[src/rtl/rom_loader.sv]
// rom_loader: assembles a little-endian byte stream into 32-bit ROM words and holds the core in reset until loaded.
// Optional trailing checksum byte is built in when LOADER_CHECKSUM_EN is defined.
module rom_loader #(
   parameter logic [31:0] ADDR_BASE   = 32'h0000_0000,
   parameter int unsigned DEPTH_WORDS = 4096
) (
   input  logic        clk,
   input  logic        rst_n,
   input  logic [7:0]  byte_i,
   input  logic        byte_valid_i,
   output logic        byte_ready_o,
   output logic        mem_we_o,
   output logic [31:0] mem_addr_o,
   output logic [31:0] mem_data_o,
   output logic        cpu_rst_n_o,
   output logic        done_o,
   output logic        err_o
);
   typedef enum logic [2:0] {
      S_LEN_LO,
      S_LEN_HI,
      S_DATA,
`ifdef LOADER_CHECKSUM_EN
      S_CHK,
`endif
      S_DONE,
      S_ERR
   } state_t;
   state_t      r_state;
   logic        r_ready;
   logic        r_we;
   logic [31:0] r_addr;
   logic [31:0] r_data;
   logic        r_cpu_rst_n;
   logic        r_done;
   logic        r_err;
   logic [15:0] r_len;
   logic [15:0] r_idx;
   logic [1:0]  r_cnt;
   logic [23:0] r_word;
`ifdef LOADER_CHECKSUM_EN
   logic [7:0]  r_sum;
`endif
   logic        w_take;
   logic [15:0] w_len;
   logic [31:0] w_word;
   logic        w_last;
   assign w_take = byte_valid_i & r_ready;
   assign w_len  = {byte_i, r_len[7:0]};
   assign w_word = {byte_i, r_word};
   assign w_last = (r_idx + 16'd1) == r_len;
   assign byte_ready_o = r_ready;
   assign mem_we_o     = r_we;
   assign mem_addr_o   = r_addr;
   assign mem_data_o   = r_data;
   assign cpu_rst_n_o  = r_cpu_rst_n;
   assign done_o       = r_done;
   assign err_o        = r_err;
   always_ff @(posedge clk or negedge rst_n) begin
      if (!rst_n) begin
         r_state     <= S_LEN_LO;
         r_ready     <= 1'b0;
         r_we        <= 1'b0;
         r_addr      <= ADDR_BASE;
         r_data      <= 32'd0;
         r_cpu_rst_n <= 1'b0;
         r_done      <= 1'b0;
         r_err       <= 1'b0;
         r_len       <= 16'd0;
         r_idx       <= 16'd0;
         r_cnt       <= 2'd0;
         r_word      <= 24'd0;
`ifdef LOADER_CHECKSUM_EN
         r_sum       <= 8'd0;
`endif
      end else begin
         r_we        <= 1'b0;
         // core leaves reset one edge after done, so the last ROM write has landed
         r_cpu_rst_n <= r_done;
         case (r_state)
            S_LEN_LO: begin
               r_ready <= 1'b1;
               if (w_take) begin
                  r_len[7:0] <= byte_i;
                  r_state    <= S_LEN_HI;
               end
            end
            S_LEN_HI: if (w_take) begin
               r_len <= w_len;
               if ({16'd0, w_len} > DEPTH_WORDS) begin
                  r_state <= S_ERR;
                  r_err   <= 1'b1;
                  r_ready <= 1'b0;
               end else if (w_len == 16'd0) begin
`ifdef LOADER_CHECKSUM_EN
                  r_state <= S_CHK;
`else
                  r_state <= S_DONE;
                  r_done  <= 1'b1;
                  r_ready <= 1'b0;
`endif
               end else begin
                  r_state <= S_DATA;
               end
            end
            S_DATA: if (w_take) begin
               r_cnt  <= r_cnt + 2'd1;
               r_word <= w_word[31:8];
`ifdef LOADER_CHECKSUM_EN
               r_sum  <= r_sum + byte_i;
`endif
               if (r_cnt == 2'd3) begin
                  r_we   <= 1'b1;
                  r_addr <= ADDR_BASE + {14'd0, r_idx, 2'b00};
                  r_data <= w_word;
                  r_idx  <= r_idx + 16'd1;
                  if (w_last) begin
`ifdef LOADER_CHECKSUM_EN
                     r_state <= S_CHK;
`else
                     r_state <= S_DONE;
                     r_done  <= 1'b1;
                     r_ready <= 1'b0;
`endif
                  end
               end
            end
`ifdef LOADER_CHECKSUM_EN
            S_CHK: if (w_take) begin
               r_ready <= 1'b0;
               if (r_sum + byte_i == 8'd0) begin
                  r_state <= S_DONE;
                  r_done  <= 1'b1;
               end else begin
                  r_state <= S_ERR;
                  r_err   <= 1'b1;
               end
            end
`endif
            default: r_ready <= 1'b0;
         endcase
      end
   end
endmodule

[config.mk]
export PLATFORM = sky130hd
export DESIGN_NAME = rom_loader
export DESIGN_NICKNAME = d
export VERILOG_FILES = /design/src/rtl/rom_loader.sv
export SDC_FILE = /design/constraint.sdc
export NUM_CORES = 1
export LEC_CHECK = 0
export BUFFER_PORTS_ARGS = -buffer_cell sky130_fd_sc_hd__buf_2
export CAP_MARGIN = 20
export CORE_ASPECT_RATIO = 1.4
export CORE_MARGIN = 2
export CORE_UTILIZATION = 25
export CTS_BUF_LIST = sky130_fd_sc_hd__clkbuf_8
export CTS_CLUSTER_DIAMETER = 60
export DETAILED_ROUTE_END_ITERATION = 7
export GPL_TIMING_DRIVEN = 0
export PLACE_DENSITY = 0.51
export SLEW_MARGIN = 25
export SYNTH_ARGS = -nofsm -noshare
export SYNTH_HDL_FRONTEND = slang
export SYNTH_SLANG_ARGS = --single-unit
[constraint.sdc]
create_clock -name clk -period 3.55 [get_ports clk]
set_input_delay 0.5325 -clock clk [delete_from_list [all_inputs] [get_ports clk]]
set_output_delay 0.5325 -clock clk [all_outputs]
set_load 0.05 [all_outputs]
==> flow_metrics.py <==
metrics = {
    "run_status": {
        "outcome": "finished, final reports clean",
    },
    "synth": {
        "synth_edf_count": 0,
        "synth-main-ff-cell": "dfrtp_1",
        "synth_seq_cells": 114,
        "async_flop_share_pct": 100,
        "syn-cell-area_um2": 5080,
        "yosysUniqueCellTypes": 50,
        "avgSynthCellArea_um2": 12.9,
        "yosysWarnings": 0,
        "synthCells": 394,
        "ys_seq_area_share_pct": 56.2,
    },
    "power": {
        "internal_power_uw": 2430,
        "power_frac_seq_pct": 46.2,
        "combPwrFrac_pct": 15.2,
        "powerDensity_nw_per_um2": 543,
        "p_leak_uw": 0.00315,
        "peakVddDrop_mv": 0.207,
        "clkPwrFrac_pct": 38.6,
        "power.switching_uw": 951,
        "netSwitchingFraction_pct": 28.1,
    },
    "critical_path": {
        "cp_data_arrival_time_ns": 2.85,
        "crit_fanout": 7,
        "path_class": "flip-flop to flip-flop",
        "critPathLaunchType": "flip-flop",
        "cp-end-kind": "flip-flop",
        "worstPathRequired_ns": 3.86,
    },
    "timing": {
        "drv_slew": 0,
        "maxSlewHeadroom_pct": 51.2,
        "finalSetupViolations": 0,
        "setup_tns_ns": 0,
        "finalCritPeriodShare_pct": 71.5,
        "finalHoldViolCount": 0,
        "fmax_mhz": 394,
        "rsz0062_at_grt": "no",
        "finalCriticalPeriod_ns": 2.54,
        "fin_skew_ns": 0.00970,
        "tightest_slew_ns": 0.733,
    },
    "finish": {
        "nNetsFinal": 505,
        "layout.cells.non_filler": 757,
        "num-fill-cells": 2004,
        "drive_gt1_share_pct": 43.6,
        "syn_to_final_growth_pct": 22.7,
        "diodes": 0,
    },
    "routing": {
        "wl_per_cell_um": 15.2,
        "finalWirelength_um": 11500,
        "drt_pre_antenna_iters": 4,
        "antenna_left": 0,
        "drt-met1-wl_um": 4830,
        "viasPerCell": 4.33,
        "drt_iter0_markers": 89,
        "dr_wl_met2_um": 6000,
        "wl_met3_um": 450,
        "drc": 0,
        "vias": 3276,
        "top_layer": "met4",
    },
    "floorplan": {
        "dieHeight_um": 173,
        "fp-row-count": 61,
        "die_x_um": 124,
        "die_area_um2": 21500,
        "start_util_pct": 25.5,
        "core_um2": 19900,
        "num_io_pins": 80,
    },
    "global_routing": {
        "grt_pass1_vias": 3469,
        "antenna_found_initial": 0,
        "overflow": 0,
        "track_usage_pct": 11.2,
        "grt_max_degree": 60,
        "grt_pass1_wl_um": 18900,
    },
    "clock_network": {
        "cts_buffers": 17,
        "cts_root_buf": "clkbuf_8",
        "cts_buffer_depth": 2,
        "holdBufCountCts": 0,
        "clock_sinks": 114,
        "htree_levels": 4,
        "cts_resized": 0,
        "clk_pin_slew_ns": 0.07,
        "cts_tree": "done",
        "insertion_delay_ns": 0.43,
        "post_cts_buffers": 0,
    },
    "placed_design": {
        "globalplace.congestion": 0.774,
        "hpwl_um": 8230,
        "port_buffers": 63,
        "placed_cells": 725,
    },
    "job": {
        "maxCapViolations": 0,
    },
    "worst_hold_path": {
        "hold_class": "primary input to async pin",
    },
}
final timing paths:
path                                      from             end  slack, ns  depth (start not counted)
worst max-delay path                  r_idx[0]    byte_ready_o       1.01                          6
worst min-delay path                     rst_n        r_idx[2]       0.06                          1
worst max register to register        r_idx[0]    byte_ready_o       1.01                          6
worst min register to register  mem_addr_o[14]  mem_addr_o[14]       0.47                          2
max in group asynchronous                rst_n   mem_data_o[7]       2.82                          2
min in group clk                     byte_i[6]      r_word[22]       0.43                          2
stage by stage:
stage / util [%] / instance area (um^2) / total power, uW / hold slack, ns / setup slack, ns
2_1_floorplan: - / 5140 / 1950 / 0.237 / 1.43
3_3_place_gp: 28.9 / 5770 / 2070 / 0.455 / 0.540
3_5_place_dp: 29.1 / 5800 / 2100 / 0.463 / 0.935
6_report: 31.3 / 6230 / 3380 / 0.0607 / 1.01
4_1_cts: 31.3 / 6230 / 3430 / 0.0707 / 0.986
5_1_grt: 31.3 / 6230 / 3560 / 0.0750 / 0.885
sequential cells by signal (all words and copies together), names as in the netlist, 2 cells and up:
signal / flops
mem_data_o: 32
r_word: 24
mem_addr_o: 16
r_idx: 16
r_len: 16
r_state: 3
r_cnt: 2
metal layers:
| layer | vias up | GRT usage, % |
|---|---|---|
| met5 | - | 0 |
| met2 | 86 | 19.4 |
| met4 | 0 | 4.49 |
| met3 | 15 | 3.19 |
| li1 | 1559 | - |
| met1 | 1616 | 13.0 |
critical path: stages, from the launching register on:
cell,delay [ns]
dfrtp_1,0.51
nand4_1,0.34
or4_1,0.62
xnor2_1,0.18
nor3_1,0.22
nand4_1,0.23
a211o_1,0.31
power groups by stage:
stage / Sequential (uW) / Combinational [uW] / Clock, uW
after CTS: 1560 / 519 / 1350
after detailed placement: 1590 / 516 / 0
after global routing: 1580 / 564 / 1420
after floorplan: 1570 / 379 / 0
after global placement: 1580 / 493 / 0
final: 1560 / 515 / 1310
logic make-up (layout without fill, tap and decap cells):
kind of cell | Yosys count | in the layout | share of synthesized area (%)
AOI/OAI and AO/OA | 34 | 34 | 4.61
buffers and inverters | 40 | 136 | 4.63
muxes | 86 | 86 | 19.1
other | 1 | 16 | 0.0738
DFF | 114 | 114 | 56.2
and+or+nand+nor | 83 | 83 | 9.11
xor gates and xnor gates | 34 | 34 | 5.86
adders and majority gates | 2 | 2 | 0.493
area by class of cell:
type	instances	area (um^2)	share of cell area, %
Timing Repair Buffer	64	349	5.60
Inverter	6	22.5	0.361
Tap cell	252	315	5.06
Clock inverter	12	155	2.49
Multi-Input combinational cell	255	2050	32.9
Clock buffer	20	275	4.42
Sequential cell	114	2850	45.8
Buffer	34	213	3.41
synth_stat cells, drive strengths merged, types with 3 or more instances:
library cell  count  share of area [%]
dfrtp           114                 56
mux2             86                 19
buf              31                4.0
xnor2            23                4.0
nor2             19                1.6
nand2            17                1.3
xor2             11                1.9
nor3             10                1.2
a21oi             7               0.69
nor4              7               0.86
inv               6               0.44
nand4             6                1.2
o21ai             6               0.59
or3               6               0.74
nand3             5               0.59
a21o              4               0.59
and2              3               0.37
clkbuf            3               0.22
layout by cell type (no fill, tap or decap), types with 4 or more instances in the layout:
cell      synthesis  final
o21ai_0           6      6
nor4_1            7      7
nor3_1            8      8
inv_1             5      5
buf_4            20     20
xor2_1           11     11
conb_1            1     16
clkbuf_8          0     20
nor2_1           18     18
dfrtp_1         114    114
nand4_1           4      4
a21oi_1           7      7
nand2_1          17     17
nand3_1           4      4
mux2_2           86     86
or3_1             6      6
xnor2_1          23     23
buf_2             8     70
a21o_1            4      4
(Power assumes the default switching activity.)
